`config.mk`:
```
export PLATFORM = sky130hd
export DESIGN_NAME = mc_control
export DESIGN_NICKNAME = d
export VERILOG_FILES = /design/src/rtl/mc_control.sv
export SDC_FILE = /design/constraint.sdc
export NUM_CORES = 1
export LEC_CHECK = 0
export CAP_MARGIN = 20
export CORE_UTILIZATION = 53
export DETAILED_ROUTE_END_ITERATION = 10
export DONT_BUFFER_PORTS = 1
export GPL_TIMING_DRIVEN = 0
export HOLD_SLACK_MARGIN = 0.06
export PLACE_DENSITY = 0.67
export SYNTH_ARGS = -nofsm -noshare
export SYNTH_HDL_FRONTEND = slang
export SYNTH_SLANG_ARGS = --single-unit
```
`constraint.sdc`:
```
create_clock -name clk -period 2.3 [get_ports clk]
set_clock_uncertainty 0.2 [all_clocks]
set_input_delay 0.345 -clock clk [delete_from_list [all_inputs] [get_ports clk]]
set_output_delay 0.345 -clock clk [all_outputs]
set_load 0.01 [all_outputs]
```
`src/rtl/mc_control.sv`:
```
// Multicycle MIPS main controller: Moore FSM sequencing the shared ALU, unified memory
// and register file; only the memory-handshake strobes and the illegal-opcode pulse are combinational.
module mc_control (
    input  logic       clk,
    input  logic       reset,
    input  logic [5:0] Op,
    input  logic       MemReady,
    output logic       IorD,
    output logic       MemRead,
    output logic       MemWrite,
    output logic       IRWrite,
    output logic       PCWrite,
    output logic       Branch,
    output logic [1:0] PCSrc,
    output logic       ALUSrcA,
    output logic [1:0] ALUSrcB,
    output logic [1:0] ALUOp,
    output logic       RegDst,
    output logic       MemToReg,
    output logic       RegWrite,
    output logic       InstrDone,
    output logic       IllegalOp,
    output logic [3:0] State
);

    typedef enum logic [3:0] {
        FETCH   = 4'd0,
        DECODE  = 4'd1,
        MEMADR  = 4'd2,
        MEMRD   = 4'd3,
        MEMWB   = 4'd4,
        MEMWR   = 4'd5,
        RTYPEEX = 4'd6,
        RTYPEWB = 4'd7,
        BEQEX   = 4'd8,
        ADDIEX  = 4'd9,
        ADDIWB  = 4'd10,
        JEX     = 4'd11
    } state_t;

    typedef struct packed {
        logic       iord;
        logic       memread;
        logic       memwrite;
        logic       pcwrite;
        logic       branch;
        logic [1:0] pcsrc;
        logic       alusrca;
        logic [1:0] alusrcb;
        logic [1:0] aluop;
        logic       regdst;
        logic       memtoreg;
        logic       regwrite;
        logic       instrdone;
    } ctl_t;

    localparam logic [5:0] OP_RTYPE = 6'b000000;
    localparam logic [5:0] OP_LW    = 6'b100011;
    localparam logic [5:0] OP_SW    = 6'b101011;
    localparam logic [5:0] OP_BEQ   = 6'b000100;
    localparam logic [5:0] OP_ADDI  = 6'b001000;
    localparam logic [5:0] OP_J     = 6'b000010;

    state_t state;
    state_t state_nx;
    ctl_t   ctl_q;
    ctl_t   ctl;
    logic   live;

    // Moore output table; registered against the next state so outputs are glitch-free.
    function automatic ctl_t moore(input state_t s);
        ctl_t c;
        c = '0;
        case (s)
            FETCH:   begin c.memread = 1'b1; c.alusrcb = 2'b01; end
            DECODE:  c.alusrcb = 2'b11;
            MEMADR:  begin c.alusrca = 1'b1; c.alusrcb = 2'b10; end
            MEMRD:   begin c.iord = 1'b1; c.memread = 1'b1; end
            MEMWB:   begin c.memtoreg = 1'b1; c.regwrite = 1'b1; c.instrdone = 1'b1; end
            MEMWR:   begin c.iord = 1'b1; c.memwrite = 1'b1; end
            RTYPEEX: begin c.alusrca = 1'b1; c.aluop = 2'b10; end
            RTYPEWB: begin c.regdst = 1'b1; c.regwrite = 1'b1; c.instrdone = 1'b1; end
            BEQEX:   begin
                c.alusrca = 1'b1; c.aluop = 2'b01; c.pcsrc = 2'b01;
                c.branch = 1'b1; c.instrdone = 1'b1;
            end
            ADDIEX:  begin c.alusrca = 1'b1; c.alusrcb = 2'b10; end
            ADDIWB:  begin c.regwrite = 1'b1; c.instrdone = 1'b1; end
            JEX:     begin c.pcsrc = 2'b10; c.pcwrite = 1'b1; c.instrdone = 1'b1; end
            default: c = '0;
        endcase
        return c;
    endfunction

    function automatic logic legal_op(input logic [5:0] op);
        return (op == OP_RTYPE) || (op == OP_LW) || (op == OP_SW) ||
               (op == OP_BEQ) || (op == OP_ADDI) || (op == OP_J);
    endfunction

    always_comb begin
        state_nx = FETCH;
        case (state)
            FETCH:   state_nx = MemReady ? DECODE : FETCH;
            DECODE: begin
                case (Op)
                    OP_LW, OP_SW: state_nx = MEMADR;
                    OP_RTYPE:     state_nx = RTYPEEX;
                    OP_BEQ:       state_nx = BEQEX;
                    OP_ADDI:      state_nx = ADDIEX;
                    OP_J:         state_nx = JEX;
                    default:      state_nx = FETCH;
                endcase
            end
            MEMADR:  state_nx = (Op == OP_SW) ? MEMWR : MEMRD;
            MEMRD:   state_nx = MemReady ? MEMWB : MEMRD;
            MEMWR:   state_nx = MemReady ? FETCH : MEMWR;
            RTYPEEX: state_nx = RTYPEWB;
            ADDIEX:  state_nx = ADDIWB;
            default: state_nx = FETCH;
        endcase
    end

    // The reset value of ctl_q is the FETCH row so the cycle after release already drives FETCH.
    always_ff @(posedge clk or posedge reset) begin
        if (reset) begin
            state <= FETCH;
            ctl_q <= moore(FETCH);
        end else begin
            state <= state_nx;
            ctl_q <= moore(state_nx);
        end
    end

    // Reset masks every output immediately, without waiting for a clock edge.
    assign live = ~reset;

    always_comb begin
        ctl = '0;
        if (live) ctl = ctl_q;
    end

    assign IorD      = ctl.iord;
    assign MemRead   = ctl.memread;
    assign MemWrite  = ctl.memwrite;
    assign Branch    = ctl.branch;
    assign PCSrc     = ctl.pcsrc;
    assign ALUSrcA   = ctl.alusrca;
    assign ALUSrcB   = ctl.alusrcb;
    assign ALUOp     = ctl.aluop;
    assign RegDst    = ctl.regdst;
    assign MemToReg  = ctl.memtoreg;
    assign RegWrite  = ctl.regwrite;
    assign IRWrite   = live & (state == FETCH) & MemReady;
    assign PCWrite   = ctl.pcwrite | IRWrite;
    assign IllegalOp = live & (state == DECODE) & ~legal_op(Op);
    assign InstrDone = ctl.instrdone | (live & (state == MEMWR) & MemReady) | IllegalOp;
    assign State     = live ? state : 4'd0;

endmodule

```
==> results of run 1 <==
-- path summary, 6_finish.rpt --
| check | start | endpoint | slack (ns) | cells past startpoint |
|---|---|---|---|---|
| max | state[2] | InstrDone | 0.09 | 4 |
| min | MemReady | ctl_q[1] | 0.06 | 2 |
| max reg2reg | state[3] | ctl_q[8] | 0.09 | 7 |
| min reg2reg | state[3] | state[0] | 0.41 | 2 |
| max in group asynchronous | reset | ctl_q[7] | 0.35 | 3 |
| min in group asynchronous | reset | ctl_q[14] | 0.44 | 2 |
-- report_power, final --
group	switching (mW)	total [mW]	internal (mW)
clock network	0.0838	0.145	0.0608
registers	0.0180	0.411	0.393
logic	0.270	0.468	0.199
total	0.371	1.02	0.653
-- sequential cells by signal, summed over array words and instances (netlist names) --
signal and flops:
state 4, ctl_q 14
-- synth_stat cells (2+ instances only) --
| library cell | number |
|---|---|
| a21oi_1 | 5 |
| and4_1 | 2 |
| buf_2 | 2 |
| buf_4 | 4 |
| dfrtp_1 | 16 |
| dfstp_2 | 2 |
| inv_1 | 9 |
| nand2_1 | 4 |
| nand3_1 | 3 |
| nor2_1 | 10 |
| nor2b_1 | 18 |
| nor3_1 | 6 |
| o211ai_1 | 3 |
| o21ai_0 | 4 |
| xor2_1 | 2 |
-- per-stage QoR --
| step | instance area, µm² | TNS (ns) | worst slack [ns] | total power, mW | utilization |
|---|---|---|---|---|---|
| 4_1_cts | 1150 | 0 | 0.0510 | 1.01 | 0.641 |
| 6_report | 1180 | 0 | 0.0901 | 1.02 | 0.653 |
| 2_1_floorplan | 1060 | 0 | 0.340 | 0.776 | - |
| 5_1_grt | 1180 | -0.0146 | -0.0146 | 1.10 | 0.653 |
| 3_3_place_gp | 1100 | 0 | 0.223 | 0.843 | 0.608 |
| 3_5_place_dp | 1100 | 0 | 0.192 | 0.852 | 0.608 |
-- logic make-up (layout without fill, tap and decap cells) --
group / after synthesis / in the layout
AND/OR/NAND/NOR: 56 / 56
flip-flops: 18 / 18
AO/OA/AOI/OAI: 21 / 21
XOR/XNOR: 3 / 3
buffers and inverters: 16 / 23
-- timing repair --
item / 4_1_cts / 5_1_grt
buffers inserted: 0 / 1
endpoints found under the hold margin: 17 / 0
hold buffers: 3 / 0
resized for setup: 1 / 4
setup endpoints to repair: 1 / 1
pin swaps: 0 / 3
-- area by class of cell --
cell class,instances,area [µm²],share of cell area
Buffer,7,50.0,0.0425
Multi-Input combinational cell,80,549,0.467
Tap cell,25,31.3,0.0266
Sequential cell,18,453,0.385
Inverter,9,33.8,0.0287
Clock buffer,3,22.5,0.0191
Timing Repair Buffer,4,37.5,0.0319
-- layer usage --
metal / GRT usage / vias to the layer above
li1: - / 408
met1: 0.310 / 379
met2: 0.386 / 35
met3: 0.0731 / 4
met4: 0.0571 / 0
met5: 0 / -
-- worst max-delay path, stage by stage, from the launching register on --
cell and delay, ns:
dfrtp_1 0.36, buf_2 0.18, nor4b_4 0.37, and4_1 0.32, a21o_1 0.15
==> summary.txt, run 1 <==
STA
  – Max Fclk: 0.453 GHz
  – Period utilization: 0.961
  – Final hold vios: 0
  – Worst rel slew slack: 0.545
  – Slew Viols, Final: 0
  – Final setup fails: 0
  – Min Hold Slack: 0.0580 ns
  – Crit path time final: 2.21 ns
  – Worst slew pin tran: 0.680 ns
  – RSZ-0062 raised after global routing: yes

Drt
  – Top layer reached by signal wires: met4
  – Via/cell ratio: 5.66
  – WL met3: 110 µm
  – Final ANT Viol Nets: 0
  – Vias: 826
  – Metal2 WL: 1040 µm
  – DRC viols: 0
  – Routed len/inst: 14.7 µm
  – Drt total wl: 2150 µm
  – First DRT Iteration DRCs: 16
  – 1st-pass router iterations: 4
  – Metal-1 WL: 971 µm

Layout
  – Area Growth Syn to Fin: 10.6%
  – Non-Filler Instances: 146
  – Commonest non-fill, non-tap cell in the layout: nor2b_1
  – Nets: 132
  – Share of layout cells above drive strength 1: 0.157
  – Ant diodes: 0
  – Fill cells: 160
  – Most frequent cells in the layout: nor2b_1 (18), dfrtp_1 (16), nor2_1 (10)

Global routing
  – Global-route usage over all layers: 0.237
  – Initial antenna violation count: 0
  – First-pass GRT wire length: 3570 µm
  – Grt ovf: 0
  – Vias in the first global route: 751
  – Largest net degree at the start of global routing: 17

Logic synthesis
  – Xor/xnor share of the synthesized area: 0.0247
  – Number of flops mapped to enable cells by yosys: 0
  – Synth cell types: 39
  – Net count after synthesis: 123
  – Synth Cell Area: 1060 µm²
  – Asr flop ratio synth: 1.00
  – Top cells by area, synth: dfrtp_1 (38%), nor2b_1 (11%), dfstp_2 (4.9%)
  – Cell count after synthesis: 114
  – Cell taking the most area after synthesis: dfrtp_1
  – Syn Area/Cell: 9.34 µm²
  – Commonest register cell after synthesis: dfrtp_1
  – Synth Area in Compound Gates: 0.148
  – Syn. warnings: 0
  – Mux share of post-synthesis cell area: 0
  – Post-synth top area share: 0.376
  – Combinational family with the most area after synthesis: simple AND/OR/NAND/NOR gates
  – Seq/Total Area, Yosys: 0.425
  – Post-Synth Simple-Gate Area: 0.329
  – Adder-Cell Fraction of Synth Area: 0
  – Synth Register Bits: 18

Floorplanning
  – DIE AREA: 2190 µm²
  – Die H: 46.8 µm
  – # IOs: 31
  – Initial Util: 0.591
  – Placement row count: 15
  – Core area: 1800 µm²
  – Die X: 46.8 µm

Placement
  – Dpl cells: 139
  – HPWL after detailed placement: 1530 µm
  – Routability cong.: 0.827
  – Port buffer count: 0

Clocking
  – Max clock buf depth: 2
  – Clock root buffer master: clkbuf_4
  – Clock sink total: 18
  – TritonCTS clock tree: yes
  – Worst-path clk slew: 0.08 ns
  – H-tree depth: 1
  – Worst-skew pair later-pin latency: 0.28 ns
  – CTS Buf Count: 3

Critical path
  – Startpoint Class: flop
  – Critical path arrival: 1.66 ns
  – Crit-path max FO: 10
  – Critical Path RT: 1.75 ns
  – Kind of critical path: reg -> out
  – CP Capture Type: output pin

Power
  – P_leak: 0.542 nW
  – Peak supply drop: 0.505 mV
  – Power Dens Cells: 870 nW/µm²

Run status
  – Status: finished, final reports clean

Worst hold path
  – Min-Delay Path Class: in -> reg

Job
  – Number of max-cap violations: 0
Note: power is estimated with default switching activity, not from simulation.
==> run 2, diff against run 1 <==
--- a/config.mk
+++ b/config.mk
@@ -5,7 +5,7 @@
 export SDC_FILE = /design/constraint.sdc
 export NUM_CORES = 1
 export LEC_CHECK = 0
-export CAP_MARGIN = 20
+export CAP_MARGIN = 10
 export CORE_UTILIZATION = 53
 export DETAILED_ROUTE_END_ITERATION = 10
 export DONT_BUFFER_PORTS = 1
==> results of run 2 <==
No change in the layout: final DEF, timing and power equal those of run 1.
==> run 3, diff against run 2 <==
--- a/config.mk
+++ b/config.mk
@@ -6,12 +6,12 @@
 export NUM_CORES = 1
 export LEC_CHECK = 0
 export CAP_MARGIN = 10
-export CORE_UTILIZATION = 53
+export CORE_UTILIZATION = 50
 export DETAILED_ROUTE_END_ITERATION = 10
 export DONT_BUFFER_PORTS = 1
 export GPL_TIMING_DRIVEN = 0
 export HOLD_SLACK_MARGIN = 0.06
-export PLACE_DENSITY = 0.67
+export PLACE_DENSITY = 0.64
 export SYNTH_ARGS = -nofsm -noshare
 export SYNTH_HDL_FRONTEND = slang
 export SYNTH_SLANG_ARGS = --single-unit
==> run 3 against run 2 <==
- non-clock buffer count shrank 1
- register-to-register slack improved by 0.11 ns
- setup slack got worse by 0.025 ns
- highest routed layer unchanged
- critical path type unchanged
- die area rose by 5.7%
- hold slack better by 0.047 ns
==> summary.txt, run 3 (synthesis results as in run 1) <==
STA
  – Final hold vios: 0 (unchanged)
  – Worst slew pin tran: 0.714 ns (+0.0341 ns)
  – RSZ-0062 raised after global routing: no
  – Worst rel slew slack: 0.522 (-0.0228)
  – Final setup fails: 0 (unchanged)
  – Setup TNS: 0 ns (unchanged)
  – Slew Viols, Final: 0 (unchanged)
  – Max Fclk: 0.447 GHz (-1.1%)
  – Period utilization: 0.972 (+0.0109)
  – Crit path time final: 2.23 ns (+0.0251 ns)

Global routing
  – First-pass GRT wire length: 3330 µm (-6.8%)
  – Global-route usage over all layers: 0.211 (-0.0264)
  – Vias in the first global route: 733 (-2.4%)
  – Grt ovf: 0 (unchanged)
  – Initial antenna violation count: 0 (unchanged)
  – Largest net degree at the start of global routing: 17 (unchanged)

Drt
  – Drt total wl: 2150 µm (about the same)
  – First DRT Iteration DRCs: 18 (+2)
  – Routed len/inst: 14.5 µm (-1.4%)
  – 1st-pass router iterations: 4 (unchanged)
  – Final ANT Viol Nets: 0 (unchanged)
  – DRC viols: 0 (unchanged)
  – Vias: 817 (-1.1%)
  – Via/cell ratio: 5.52 (-2.4%)

Floorplanning
  – Die H: 48.1 µm (+2.8%)
  – # IOs: 31 (unchanged)
  – Placement row count: 16 (+1)
  – Die X: 48.1 µm (+2.8%)
  – Initial Util: 0.537 (-0.0537)
  – DIE AREA: 2320 µm² (+5.7%)
  – Core area: 1980 µm² (+10%)

Power
  – Power consumption: 1.03 mW (+1.0%)
  – Power Dens Cells: 883 nW/µm² (+1.5%)
  – Peak supply drop: 0.436 mV (-14%)
  – P_leak: 0.537 nW (-0.92%)

Critical path
  – Kind of critical path: reg -> out
  – Critical Path RT: 1.75 ns (about the same)
  – Startpoint Class: flop
  – Critical path arrival: 1.69 ns (+0.03 ns)
  – Crit-path max FO: 9 (-1)
  – CP Capture Type: output pin

Clocking
  – CTS Buf Count: 3 (unchanged)
  – H-tree depth: 1 (unchanged)
  – Max clock buf depth: 2 (unchanged)
  – TritonCTS clock tree: yes
  – Worst-path clk slew: 0.10 ns (+0.02 ns)
  – Post-CTS setup buffer count: 0 (unchanged)
  – Clock sink total: 18 (unchanged)
  – Clock root buffer master: clkbuf_4
  – Worst-skew pair later-pin latency: 0.29 ns (about the same)

Layout
  – Area of the multi-input gates: 549 µm² (unchanged)
  – Nets: 131 (-0.76%)
  – Fill cells: 182 (+14%)
  – Area Growth Syn to Fin: 10.1%
  – Top Registers: ctl_q: 14 flops, state: 4 flops
  – Reg area: 453 µm² (unchanged)
  – Share of layout cells above drive strength 1: 0.149 (-0.00826)
  – Number of flip-flops under the largest register name: 14 (unchanged)
  – Most frequent cells in the layout: nor2b_1 (18), dfrtp_1 (16), nor2_1 (10)
  – Ant diodes: 0 (unchanged)
  – Most flops, register: ctl_q
  – Commonest non-fill, non-tap cell in the layout: nor2b_1

Placement
  – Routability cong.: 0.830 (+0.46%)
  – Port buffer count: 0 (unchanged)
  – HPWL after detailed placement: 1530 µm (+0.28%)

Job
  – Number of max-cap violations: 0 (unchanged)

Run status
  – Status: finished, final reports clean

Worst hold path
  – Min-Delay Path Class: in -> reg
-- run 3: area by class of cell --
type,count,area share
Inverter,9,0.0288
Buffer,7,0.0395
Timing Repair Buffer,3,0.0256
Multi-Input combinational cell,80,0.469
Tap cell,27,0.0288
Sequential cell,18,0.386
Clock buffer,4,0.0224
-- run 3: layer usage --
layer  routed length, µm  vias up  global-route usage
met5                   0        -                   0
met4                  19        0              0.0500
met3                 119        4              0.0481
met2                 983       28               0.349
met1                1020      379               0.280
li1                    -      406                   -
-- run 3: worst paths after layout --
check                      startpoint   endpoint  slack, ns  cells past startpoint
min in group asynchronous       reset   ctl_q[6]       0.42                      2
max                          state[3]  InstrDone       0.07                      4
max in group asynchronous       reset   state[2]       0.34                      3
max reg2reg                  state[2]   ctl_q[7]       0.20                      6
min reg2reg                  state[0]   ctl_q[3]       0.44                      2
min                          MemReady  ctl_q[13]       0.10                      2
-- run 3: critical path, cell delays in order (launching register included) --
cell	delay, ns
dfrtp_1	0.37
buf_4	0.17
or4bb_1	0.52
o21bai_1	0.17
a21o_1	0.17
-- run 3: metrics by stage --
step	worst slack (ns)	std cells	hold WS [ns]	cell area, µm²	utilization
3_5_place_dp	0.225	141	0.177	1100	0.554
5_1_grt	0.00167	148	0.120	1170	0.592
6_report	0.0650	148	0.105	1170	0.592
4_1_cts	0.0529	148	0.107	1160	0.586
3_3_place_gp	0.232	141	0.169	1100	0.554
2_1_floorplan	0.340	114	0.0960	1060	-
-- run 3: what timing repair did --
action	in CTS	in global routing
endpoints found under the hold margin	18	0
endpoints found under the setup margin	1	1
hold buffers	3	0
gates resized for setup	1	3
pin swaps	0	3
gates cloned	0	0
-- run 3: power by group --
part / internal [mW] / switching, mW / total [mW]
clock network: 0.0675 / 0.0947 / 0.162
logic: 0.195 / 0.265 / 0.460
registers: 0.393 / 0.0190 / 0.412
total: 0.656 / 0.379 / 1.03
